--- config.mk ---
export PLATFORM = sky130hd
export DESIGN_NAME = alu_op_sequencer
export DESIGN_NICKNAME = d
export VERILOG_FILES = /design/src/rtl/alu_op_sequencer.sv
export SDC_FILE = /design/constraint.sdc
export NUM_CORES = 1
export LEC_CHECK = 0
export BUFFER_PORTS_ARGS = -buffer_cell sky130_fd_sc_hd__buf_4
export CAP_MARGIN = 20
export CORE_AREA = 2 2 82 84
export CTS_CLUSTER_DIAMETER = 100
export DETAILED_ROUTE_END_ITERATION = 10
export DIE_AREA = 0 0 84 86
export HOLD_SLACK_MARGIN = 0.15
export PLACE_DENSITY = 0.63
export REMOVE_ABC_BUFFERS = 1
export SLEW_MARGIN = 10
export SYNTH_ARGS = -nofsm -noshare
export SYNTH_HDL_FRONTEND = slang
export SYNTH_SLANG_ARGS = --single-unit
--- constraint.sdc ---
create_clock -name clk -period 2.4 [get_ports clk]
set_clock_uncertainty 0.05 [all_clocks]
set_input_delay 0.24 -clock clk [delete_from_list [all_inputs] [get_ports clk]]
set_output_delay 0.24 -clock clk [all_outputs]
set_load 0.02 [all_outputs]
--- src/rtl/alu_op_sequencer.sv ---
// rtl/alu_op_sequencer.sv - request sequencer for the 8-bit ALU with chaining and a 2-entry response FIFO
// Two-entry shift-register FIFO: entry 0 is always the head, and freed slots are cleared to zero.
module rsp_fifo #(
    parameter int DW = 11
) (
    input  logic          clk,
    input  logic          reset,
    input  logic          push,
    input  logic [DW-1:0] push_data,
    input  logic          pop,
    output logic [DW-1:0] head,
    output logic [1:0]    count
);
    logic [DW-1:0] entry0;
    logic [DW-1:0] entry1;
    logic          pop_ok;

    assign pop_ok = pop && (count != 2'd0);
    assign head   = entry0;

    always_ff @(posedge clk or negedge reset) begin
        if (!reset) begin
            entry0 <= '0;
            entry1 <= '0;
            count  <= 2'd0;
        end else begin
            case ({push, pop_ok})
                2'b10: begin
                    if (count == 2'd0) entry0 <= push_data;
                    else               entry1 <= push_data;
                    count <= count + 2'd1;
                end
                2'b01: begin
                    entry0 <= entry1;
                    entry1 <= '0;
                    count  <= count - 2'd1;
                end
                2'b11: begin
                    if (count == 2'd1) begin
                        entry0 <= push_data;
                    end else begin
                        entry0 <= entry1;
                        entry1 <= push_data;
                    end
                end
                default: ;
            endcase
        end
    end
endmodule

module alu_op_sequencer #(
    parameter int WIDTH   = 8,
    parameter int SEL_W   = 3,
    parameter int ALU_LAT = 1
) (
    input  logic             clk,
    input  logic             reset,
    input  logic             req_valid,
    output logic             req_ready,
    input  logic [WIDTH-1:0] req_a,
    input  logic [WIDTH-1:0] req_b,
    input  logic [SEL_W-1:0] req_sel,
    input  logic             req_chain,
    output logic [WIDTH-1:0] alu_inA,
    output logic [WIDTH-1:0] alu_inB,
    output logic [SEL_W-1:0] alu_sel,
    input  logic [WIDTH-1:0] alu_result,
    input  logic             alu_zero,
    input  logic             alu_carry,
    input  logic             alu_overF,
    output logic             rsp_valid,
    input  logic             rsp_ready,
    output logic [WIDTH-1:0] rsp_result,
    output logic             rsp_zero,
    output logic             rsp_carry,
    output logic             rsp_overF,
    output logic             busy
);
    localparam int CNT_W = $clog2(ALU_LAT + 1);
    localparam logic [0:0] S_IDLE = 1'b0;
    localparam logic [0:0] S_WAIT = 1'b1;

    logic [0:0]       state;
    logic [CNT_W-1:0] wait_cnt;
    logic [WIDTH-1:0] last_result;
    logic [1:0]       fifo_count;
    logic [WIDTH+2:0] fifo_head;
    logic             accept;
    logic             capture;

    // req_ready is gated by reset so it reads 0 while reset is held low.
    assign req_ready = reset && (state == S_IDLE) && (fifo_count != 2'd2);
    assign accept    = req_valid && req_ready;
    // Counter expires after ALU_LAT edges; capture happens on the edge after that.
    assign capture   = (state == S_WAIT) && (wait_cnt == '0);
    assign busy      = (state == S_WAIT);
    assign rsp_valid = (fifo_count != 2'd0);

    always_ff @(posedge clk or negedge reset) begin
        if (!reset) begin
            state       <= S_IDLE;
            wait_cnt    <= '0;
            alu_inA     <= '0;
            alu_inB     <= '0;
            alu_sel     <= '0;
            last_result <= '0;
        end else begin
            case (state)
                S_IDLE: begin
                    if (accept) begin
                        alu_inA  <= req_chain ? last_result : req_a;
                        alu_inB  <= req_b;
                        alu_sel  <= req_sel;
                        wait_cnt <= CNT_W'(ALU_LAT);
                        state    <= S_WAIT;
                    end
                end
                S_WAIT: begin
                    if (capture) begin
                        last_result <= alu_result;
                        state       <= S_IDLE;
                    end else begin
                        wait_cnt <= wait_cnt - CNT_W'(1);
                    end
                end
                default: state <= S_IDLE;
            endcase
        end
    end

    rsp_fifo #(.DW(WIDTH + 3)) u_rsp_fifo (
        .clk       (clk),
        .reset     (reset),
        .push      (capture),
        .push_data ({alu_result, alu_zero, alu_carry, alu_overF}),
        .pop       (rsp_ready),
        .head      (fifo_head),
        .count     (fifo_count)
    );

    assign {rsp_result, rsp_zero, rsp_carry, rsp_overF} = fifo_head;
endmodule

## Word level (Yosys, flattened, before mapping)

Index checks and enable logic that the tools add are counted.

- Output and inout port bits: 33
- Input port bits: 35
- Register bits after elaboration: 53
- RAM bits: 0
- Latch bits: 0
- Logic and storage cells: 52
- Memories kept: 0
- Bits in read-only memories: 0

- Bitwise logic cells: 2
- $lt $le $gt $ge: 0
- Div/mod/pow operators: 0
- Eq/ne operators: 10
- Muxes and demuxes: 14
- Reductions and logical operators: 14
- Multiply operators: 0
- Shifts and indexed selects: 0
- Add/subtract/negate cells: 3

Operators with widths:

| cell | number |
|---|---|
| 11-bit one-hot mux with 3 select lines | 2 |
| 11-bit 2-to-1 mux | 4 |
| 2-bit inequality test, second input constant | 5 |
| 8-bit 2-to-1 mux | 1 |
| 2-bit AND reduction | 4 |
| 1-bit logical AND | 5 |
| 2-bit by 1-bit equality test with 1-bit output, second input constant | 2 |
| 2-bit equality test, second input constant | 2 |
| 1-bit 2-to-1 mux | 4 |
| 1-bit one-hot mux with 2 select lines | 2 |
| 2-bit one-hot mux with 2 select lines | 1 |
| 2-bit nonzero test | 2 |
| 3-bit AND reduction | 1 |
| 3-bit nonzero test | 1 |
| 2-bit by 1-bit adder with 2-bit output, second input constant | 1 |
| 2-bit logical NOT | 1 |
| 2-bit by 1-bit inequality test with 1-bit output, second input constant | 1 |
| 1-bit NOT | 2 |
| 2-bit by 1-bit subtractor with 2-bit output, second input constant | 1 |
| 1-bit subtractor, second input constant | 1 |

## Depth between registers and ports, before layout

Gate-level depths: netlist of run 1.

- Word-level depth: 6
- Mapped depth: 10
- Mapped depth without buffers: 8

## By module

Synthesis of run 1 repeated with hierarchy kept, for this count alone.

- Cell total of the unflattened synthesis: 211
- Area, all modules: 2592.5 um2

By module, submodules not included:

| module | sequential area each (um2) | area each (um2) | cells an instance | instances |
|---|---|---|---|---|
| alu_op_sequencer | 725.7 | 1297.5 | 76 | 1 |
| rsp_fifo | 600.6 | 1295.0 | 135 | 1 |

## Worst setup path after synthesis of run 1

OpenSTA, ideal clock, no wires.

- Path kind: register -> register
- Start: register u_rsp_fifo.count[0]
- End: register u_rsp_fifo.entry1[0]
- Stages on the path, launching flop included: 11
- Path slack: 0.362 ns
- Period minus slack after synthesis: 2.038 ns
- Buffers on the path: 2
- Data required time: 2.222 ns
- Arrival time: 1.861 ns
- Library setup time: 0.128 ns
- Cell sequence: dfrtp_1 -> inv_1 -> ha_1 -> nand2b_4 -> inv_1 -> buf_2 -> ha_1 -> a221o_1 -> buf_2 -> nand2_1 -> o21ai_0

- Cells in the longest elaborated chain, start to end: 5
- Elaborated cells between the ends (all ways): 12
- Classes of those cells: eq/ne: 6; mux: 1; reduce/logical: 5

RTL lines:

| what | line | source |
|---|---|---|
| start: declaration | 12 | `output logic [1:0] count` |
| start signal: assignment | 31 | `count <= count + 2'd1;` |
| start signal: assignment | 36 | `count <= count - 2'd1;` |
| 2-bit nonzero test | 18 | `assign pop_ok = pop && (count != 2'd0);` |
| 1-bit logical AND | 18 |  |
| 2-bit equality test or 2-bit by 1-bit equality test with 1-bit output (tied branches) | 27 | `case ({push, pop_ok})` |
| 2-bit inequality test (no line) or 3-bit nonzero test (tied branches) | n/a |  |
| 3-bit AND reduction (no line) | n/a |  |
| end signal: assignment | 30 | `else entry1 <= push_data;` |
| end signal: assignment | 43 | `entry1 <= push_data;` |
| end: declaration | 15 | `logic [DW-1:0] entry1;` |

Several ways; a longest one is shown, not always the timed one.
A chain may end at the register's enable or synchronous reset.

## Final worst setup path of run 1

- Start: register u_rsp_fifo.count[0]
- End: register u_rsp_fifo.entry1[9]

The elaborated chain is that of the path after synthesis.

==> impl_summary.log, run 1 <==
INFO  metric syn-mean-instance-area = 11.3 sq um
INFO  metric worst_hold_startpoint = req_a[0]
INFO  metric postSynthRegisterBits = 53
INFO  metric insertion_delay = about 0.3 ns
INFO  metric wl_met1 = about 2.5 mm
INFO  metric fin_tns_setup = 0 ns
INFO  metric maxUsedRoutingLayer = met4
INFO  metric initial_utilization = 0.395
INFO  metric tightest_slew = 0.847 ns
INFO  metric critPathLaunch = u_rsp_fifo.count[0]$_DFFE_PN0P_
INFO  metric synth_cell_types = 29
INFO  metric p_leak = 1.58 nW
INFO  metric timing.critical_path.to_type = flip-flop
INFO  metric wl_per_cell = 15.2 microns
INFO  metric cp_num_buf_inv = 5
INFO  metric critical_path.cell_chain = inv_1, ha_1, nand2b_4, inv_1, buf_4, ha_1, clkinvlp_4, buf_4, nand2_1, o21ai_0
INFO  metric fp-row-count = 29
INFO  metric report.final.hold_viol_count = 0
INFO  metric cpPeakStageDelay = 0.36 ns
INFO  metric critPathLaunchType = flip-flop
INFO  metric switching_pwr = ~1.6 mW
INFO  metric min_period_over_period = 0.919
INFO  metric status = finished clean
INFO  metric netlist_instances = between 200 and 250
INFO  metric ant_nets = 0
INFO  metric hold_class = primary input to flip-flop
INFO  metric finalSetupViolations = 0
INFO  metric share_seq_of_total_power = 0.377
INFO  metric antenna_found_initial = 0
INFO  metric globalRouteOverflowTotal = 0
INFO  metric reg2reg_from = u_rsp_fifo.count[0]$_DFFE_PN0P_
INFO  metric grt_usage = 0.172
INFO  metric num_antenna_cells = 0
INFO  metric tritoncts = built
INFO  metric pwr-share-clk = 0.134
INFO  metric worst_ir_drop_vdd = 653 uV
INFO  metric timing_max_transition_violations_final = 0
INFO  metric grt_first_pass_wirelength = 9.92 mm
INFO  metric layout_min_cycle_time = 2.21 ns
INFO  metric number_of_i_o_pins = a little under 70
INFO  metric synth.yosys.seq_area_share = 0.534
INFO  metric grt_setup_unrepaired = false
INFO  metric p_sw_frac = 0.384
INFO  metric critPathSlowestCell = sky130_fd_sc_hd__dfrtp_1
INFO  metric detailroute.wirelength.met2 = 3.07 mm
INFO  metric fp.dieArea = about 7200 sq um
INFO  metric total_of_warnings_raised_by_yosys = 0
INFO  metric cts.root.buffer_cell = sky130_fd_sc_hd__clkbuf_8
INFO  metric cts_buffers = 5
INFO  metric power.share.combinational = 0.489
INFO  metric postRouteWirelength = 5.89 mm
INFO  metric drv_cap = 0
INFO  metric worstSetupPathType = flip-flop to flip-flop
INFO  metric worst-endpoint-required = 2.53 ns
INFO  metric area_growth = 36.2%
INFO  metric route.detailed.drc = 0
INFO  metric max-clock-path-buffers = 2
INFO  metric cpLargestDelayFamily = buffers and inverters
INFO  metric violation_count_after_the_first_detailed_routing_iteration = between 100 and 150
INFO  metric clk_pin_slew = 0.10 ns
INFO  metric core_area = 6280 sq um
INFO  metric whs = 0.178 ns
INFO  metric die_h = 86 microns
INFO  metric gp_routability_congestion = 0.779
INFO  metric syn_area = ~2500 sq um
INFO  metric port-buffer-count = 67
INFO  metric number_of_placed_instances_taps_included = ~350
INFO  metric first_global_vias = 2064
INFO  metric met3RoutedLength = 242 microns
INFO  metric die_width = 84 microns
INFO  metric vias_per_cell = between 5 and 6
INFO  metric max-slew-margin-rel = 0.430
INFO  metric via_total_after_detailed_routing = a little under 2000
INFO  metric drive_gt1_frac = 0.346
INFO  metric internal-power = 2.58 mW
INFO  metric cp_data_arrival_time = 2.34 ns
INFO  metric clkSinkCount = 53
INFO  metric layoutNonFillerInstCount = 386
INFO  metric clock_tree.htree_level_count = 2
INFO  metric dp_wirelength = 3.86 mm
INFO  metric drt_first_pass_iters = 4
INFO  metric crit_fanout = 24
INFO  metric p_per_area = 1240 nW/um^2
INFO  metric max_freq = ~450 MHz
INFO  metric maximum_number_of_pins_on_one_net_before_global_route_repair = 54
INFO  metric nNetsFinal = 351
[layer usage]
metal | global-route usage | vias up
met3 | 0.0414 | 4
met4 | 0.0528 | 0
met2 | 0.297 | 50
li1 | - | 947
met5 | 0 | -
met1 | 0.213 | 968
[per-stage QoR]
stage	total power, mW	setup WS (ns)	utilization	cell area, sq um
final	4.19	0.194	0.539	3380
after floorplan	2.80	0.0561	-	2380
after global routing	4.50	0.0353	0.539	3380
after CTS	4.20	0.0357	0.535	3360
after detailed placement	3.60	0.0465	0.481	3020
after global placement	3.54	0.167	0.480	3010
[cells in the final DEF, fill, tap and decap left out, types with 2 or more instances in the layout]
| cell type | synthesis | routed |
|---|---|---|
| sky130_fd_sc_hd__buf_4 | 1 | 74 |
| sky130_fd_sc_hd__dfrtp_1 | 53 | 53 |
| sky130_fd_sc_hd__dlygate4sd3_1 | 0 | 23 |
| sky130_fd_sc_hd__nand2_1 | 22 | 22 |
| sky130_fd_sc_hd__o21ai_0 | 20 | 20 |
| sky130_fd_sc_hd__mux2_4 | 11 | 11 |
| sky130_fd_sc_hd__o211ai_1 | 11 | 11 |
| sky130_fd_sc_hd__nor3_1 | 11 | 11 |
| sky130_fd_sc_hd__a31oi_1 | 11 | 11 |
| sky130_fd_sc_hd__mux2i_1 | 9 | 9 |
| sky130_fd_sc_hd__nor2_1 | 9 | 9 |
| sky130_fd_sc_hd__a21oi_1 | 9 | 9 |
| sky130_fd_sc_hd__mux2_2 | 8 | 8 |
| sky130_fd_sc_hd__ha_1 | 8 | 7 |
| sky130_fd_sc_hd__clkbuf_8 | 0 | 7 |
| sky130_fd_sc_hd__inv_1 | 7 | 6 |
| sky130_fd_sc_hd__o21ai_1 | 4 | 4 |
| sky130_fd_sc_hd__a21o_1 | 2 | 2 |
[sequential cells by signal, indices dropped and copies added, names as in the netlist]
| name | flops |
|---|---|
| u_rsp_fifo.entry1 | 11 |
| u_rsp_fifo.head | 11 |
| alu_inA | 8 |
| alu_inB | 8 |
| last_result | 8 |
| alu_sel | 3 |
| u_rsp_fifo.count | 2 |
| busy | 1 |
| wait_cnt | 1 |
[power groups by stage]
| stage | logic (mW) | registers (mW) | clock network [mW] |
|---|---|---|---|
| 6_report | 2.05 | 1.58 | 0.562 |
| 2_1_floorplan | 0.917 | 1.88 | 0 |
| 3_3_place_gp | 1.96 | 1.58 | 0 |
| 5_1_grt | 2.25 | 1.64 | 0.615 |
| 3_5_place_dp | 2.00 | 1.60 | 0 |
| 4_1_cts | 2.04 | 1.58 | 0.581 |
[path summary, 6_finish.rpt]
check                                                    to  slack, ns  cells past startpoint
min                                  alu_inA[0]$_DFFE_PN0P_       0.18                      3
max                        u_rsp_fifo.entry1[9]$_DFFE_PN0P_       0.19                     10
min in group asynchronous            alu_inB[5]$_DFFE_PN0P_       0.57                      3
max in group asynchronous    u_rsp_fifo.head[6]$_DFFE_PN0P_       1.29                      3
min reg2reg                u_rsp_fifo.entry1[7]$_DFFE_PN0P_       0.45                      2
max reg2reg                u_rsp_fifo.entry1[9]$_DFFE_PN0P_       0.19                     10
[cell type report]
cell class / count / area, sq um
clock buffers: 7 / 96.3
clock inverters: 1 / 8.76
fillers: 583 / 2900
inverters: 7 / 30.0
multi-input cells: 144 / 1040
flip-flops and latches: 53 / 1330
well taps: 77 / 96.3
repair buffers: 97 / 786
[kinds of logic (layout without fill, tap and decap cells)]
logic type | count (synthesis) | in the layout | share of synthesized area
AO/OA/AOI/OAI | 58 | 58 | 0.138
flip-flops | 53 | 53 | 0.534
AND/OR/NAND/NOR | 49 | 49 | 0.0953
multiplexers | 28 | 28 | 0.139
buffers and inverters | 23 | 112 | 0.0499
adder cells (fa/ha/maj) | 8 | 8 | 0.0403
XOR/XNOR | 1 | 1 | 0.00353
[repair_timing]
action | in CTS | in global routing
hold endpoints to repair | 80 | 0
setup endpoints to repair | 0 | 23
hold buffers | 23 | 0
resized for setup | 0 | 4
buffers inserted | 0 | 2
[worst min-delay path, stage by stage]
cell                      delay, ns
sky130_fd_sc_hd__buf_4         0.08
sky130_fd_sc_hd__mux2i_1       0.05
sky130_fd_sc_hd__a21oi_1       0.13
[cell usage after synthesis (all sizes together)]
| library cell | instances | area share |
|---|---|---|
| nor3b | 1 | 0.0030 |
| o211ai | 11 | 0.033 |
| a21o | 2 | 0.0060 |
| nor3 | 11 | 0.022 |
| dfrtp | 53 | 0.53 |
| nor2 | 9 | 0.014 |
| nor2b | 1 | 0.0025 |
| a221o | 1 | 0.0040 |
| clkbuf | 4 | 0.0066 |
| and3b | 1 | 0.0035 |
| nand2 | 22 | 0.033 |
| buf | 12 | 0.033 |
| mux2i | 9 | 0.036 |
| a21oi | 9 | 0.018 |
| and2 | 1 | 0.0025 |
| xnor2 | 1 | 0.0035 |
| nand2b | 2 | 0.0081 |
| inv | 7 | 0.011 |
| ha | 8 | 0.040 |
| o21ai | 24 | 0.048 |
| a31oi | 11 | 0.028 |
| mux2 | 19 | 0.10 |
| and4bb | 1 | 0.0066 |
No activity file was read; power rests on OpenSTA's default activity.
==> run 2: changes to the inputs <==
--- a/config.mk
+++ b/config.mk
@@ -7,12 +7,12 @@
 export LEC_CHECK = 0
 export BUFFER_PORTS_ARGS = -buffer_cell sky130_fd_sc_hd__buf_4
 export CAP_MARGIN = 20
-export CORE_AREA = 2 2 82 84
+export CORE_AREA = 2 2 73 75
 export CTS_CLUSTER_DIAMETER = 100
 export DETAILED_ROUTE_END_ITERATION = 10
-export DIE_AREA = 0 0 84 86
+export DIE_AREA = 0 0 75 77
 export HOLD_SLACK_MARGIN = 0.15
-export PLACE_DENSITY = 0.63
+export PLACE_DENSITY = 0.77
 export REMOVE_ABC_BUFFERS = 1
 export SLEW_MARGIN = 10
 export SYNTH_ARGS = -nofsm -noshare
==> run 2 against run 1 <==
  * Clock power grew 6.9%
  * Global-route usage rose by 4.9 points
  * Largest cell class unchanged
  * Sequential share of layout area rose by 0.35 points
  * Final cell count shrank 2.8%
  * First-iteration DRC count grew 41%
  * Power grew 0.99%
  * Die area decreased by 20%
==> impl_summary.log, run 2 (synthesis gave the netlist of run 1 again) <==
INFO  metric status = finished clean
INFO  metric ant_nets = 0 (unchanged)
INFO  metric worst_ir_drop_vdd = 733 uV (+12%)
INFO  metric hold_class = primary input to flip-flop
INFO  metric report.final.hold_viol_count = 0 (unchanged)
INFO  metric p_per_area = 1260 nW/um^2 (+1.9%)
INFO  metric layout.filler_cells = 390 (-33%)
INFO  metric grt_usage = 0.221 (+0.0494)
INFO  metric port-buffer-count = 67 (unchanged)
INFO  metric cts.root.buffer_cell = sky130_fd_sc_hd__clkbuf_8
INFO  metric min_period_over_period = 0.933 (+0.0139)
INFO  metric max_freq = 447 MHz (-1.5%)
INFO  metric reg2reg_setup_slack = 0.16 ns (-0.03 ns)
INFO  metric nNetsFinal = 348 (-0.85%)
INFO  metric clock_tree.htree_level_count = 2 (unchanged)
INFO  metric post_route_cell_area = 3350 sq um (-0.89%)
INFO  metric layout_min_cycle_time = 2.24 ns (+0.0333 ns)
INFO  metric violation_count_after_the_first_detailed_routing_iteration = 203 (+41%)
INFO  metric crit_fanout = 22 (-8.3%)
INFO  metric area_growth = 35.0%
INFO  metric p_leak = 1.57 nW (-0.37%)
INFO  metric fin_tns_setup = 0 ns (unchanged)
INFO  metric clkSinkCount = 53 (unchanged)
INFO  metric die_width = 75 microns (-11%)
INFO  metric cp_data_arrival_time = 2.39 ns (+0.05 ns)
INFO  metric vias_per_cell = 5.34 (+4.7%)
INFO  metric drive_gt1_frac = 0.331 (-0.0151)
INFO  metric via_total_after_detailed_routing = 2003 (+1.7%)
INFO  metric most_common_library_cell_in_the_layout_ignoring_fill_and_taps = sky130_fd_sc_hd__buf_4
INFO  metric core_area = 4980 sq um (-21%)
INFO  metric maximum_number_of_pins_on_one_net_before_global_route_repair = 55 (+1.9%)
INFO  metric grt_first_pass_wirelength = 9.79 mm (-1.3%)
INFO  metric max-clock-path-buffers = 2 (unchanged)
INFO  metric globalRouteOverflowTotal = 0 (unchanged)
INFO  metric route.detailed.drc = 0 (unchanged)
INFO  metric gp_routability_congestion = 0.770 (-1.2%)
INFO  metric antenna_found_initial = 0 (unchanged)
INFO  metric fp.dieArea = 5780 sq um (-20%)
INFO  metric critPathLaunchType = flip-flop
INFO  metric tightest_slew = 0.819 ns (-0.0278 ns)
INFO  metric clk_pin_slew = 0.09 ns (about the same)
INFO  metric initial_utilization = 0.499 (+0.103)
INFO  metric finalSetupViolations = 0 (unchanged)
INFO  metric grt_setup_unrepaired = false
INFO  metric postRouteWirelength = 5.80 mm (-1.4%)
INFO  metric num_antenna_cells = 0 (unchanged)
INFO  metric dp_wirelength = 3.96 mm (+2.7%)
INFO  metric fp-row-count = 26 (-10%)
INFO  metric first_global_vias = 2052 (-0.58%)
INFO  metric number_of_i_o_pins = 68 (unchanged)
INFO  metric most_frequent_cells_in_the_layout = sky130_fd_sc_hd__buf_4 (72), sky130_fd_sc_hd__dfrtp_1 (53), sky130_fd_sc_hd__nand2_1 (22), sky130_fd_sc_hd__dlygate4sd3_1 (22), sky130_fd_sc_hd__o21ai_0 (20)
INFO  metric wl_per_cell = 15.5 microns (+1.5%)
INFO  metric drt_first_pass_iters = 4 (unchanged)
INFO  metric placed_standard_cell_area = 3010 sq um (-0.29%)
INFO  metric die_h = 77 microns (-10%)
INFO  metric cts_buffers = 5 (unchanged)
INFO  metric max-slew-margin-rel = 0.448 (+0.0187)
INFO  metric tritoncts = built
INFO  metric timing.critical_path.to_type = flip-flop
INFO  metric timing_max_transition_violations_final = 0 (unchanged)
INFO  metric drv_cap = 0 (unchanged)
INFO  metric worst-endpoint-required = 2.55 ns (+0.02 ns)
INFO  metric worstSetupPathType = flip-flop to flip-flop
INFO  metric insertion_delay = 0.30 ns (about the same)
==> run 2: changes by cell type in the layout (fill, tap and decap cells not counted), sizes merged <==
cell         delta
dlygate4sd3     -1
bufinv          +1
inv             +1
clkinvlp        -1
buf             -2
clkbuf          -2
==> run 2: path summary, 6_finish.rpt <==
| check | start | cells after the start | end |
|---|---|---|---|
| worst max-delay path | u_rsp_fifo.count[0]$_DFFE_PN0P_ | 7 | u_rsp_fifo.entry1[8]$_DFFE_PN0P_ |
| max in group asynchronous | reset | 3 | u_rsp_fifo.entry1[8]$_DFFE_PN0P_ |
| min in group asynchronous | reset | 3 | alu_inB[2]$_DFFE_PN0P_ |
| worst min register to register | u_rsp_fifo.entry1[7]$_DFFE_PN0P_ | 2 | u_rsp_fifo.entry1[7]$_DFFE_PN0P_ |
| worst max register to register | u_rsp_fifo.count[0]$_DFFE_PN0P_ | 7 | u_rsp_fifo.entry1[8]$_DFFE_PN0P_ |
| worst min-delay path | req_a[4] | 3 | alu_inA[4]$_DFFE_PN0P_ |
==> run 2: critical path: stages, from the launching register on <==
cell,delay [ns]
sky130_fd_sc_hd__dfrtp_1,0.39
sky130_fd_sc_hd__inv_1,0.11
sky130_fd_sc_hd__ha_1,0.24
sky130_fd_sc_hd__nand2b_4,0.24
sky130_fd_sc_hd__inv_1,0.11
sky130_fd_sc_hd__ha_1,0.23
sky130_fd_sc_hd__a221o_4,0.51
sky130_fd_sc_hd__o21ai_0,0.26
==> run 2: layout make-up <==
| cell class | instances | area (sq um) | area share |
|---|---|---|---|
| Sequential cell | 53 | 1330 | 0.396 |
| Clock inverter | 2 | 38.8 | 0.0116 |
| Timing Repair Buffer | 94 | 761 | 0.227 |
| Clock buffer | 5 | 68.8 | 0.0205 |
| Multi-Input combinational cell | 144 | 1040 | 0.311 |
| Tap cell | 70 | 87.6 | 0.0261 |
| Inverter | 7 | 26.3 | 0.00784 |
==> run 2: routing by layer <==
| layer | GRT usage | vias up | wire (microns) |
|---|---|---|---|
| met4 | 0.0643 | 0 | 59 |
| met3 | 0.0473 | 6 | 275 |
| met5 | 0 | - | 0 |
| met2 | 0.369 | 56 | 3080 |
| li1 | - | 940 | - |
| met1 | 0.284 | 1001 | 2380 |
==> run 2: metrics by stage <==
step / worst slack [ns] / power, mW / utilization / hold slack [ns] / std cells
after detailed placement: 0.0840 / 3.60 / 0.605 / 0.372 / 346
after global routing: 0.00340 / 4.53 / 0.673 / 0.172 / 375
after global placement: 0.235 / 3.51 / 0.604 / 0.369 / 345
after floorplan: 0.0561 / 2.80 / - / -0.106 / 204
final: 0.161 / 4.23 / 0.673 / 0.183 / 375
after CTS: 0.0563 / 4.23 / 0.671 / 0.172 / 375
==> run 2: repair_timing <==
item	in CTS	in global routing
setup endpoints to repair	0	11
setup buffers	0	0
hold endpoints to repair	76	0
gates resized for setup	0	2
hold buffers	22	0
==> run 2: where the power goes <==
part / internal, mW / total [mW] / switching, mW
clock network: 0.309 / 0.601 / 0.292
logic: 0.962 / 2.04 / 1.07
registers: 1.33 / 1.59 / 0.260
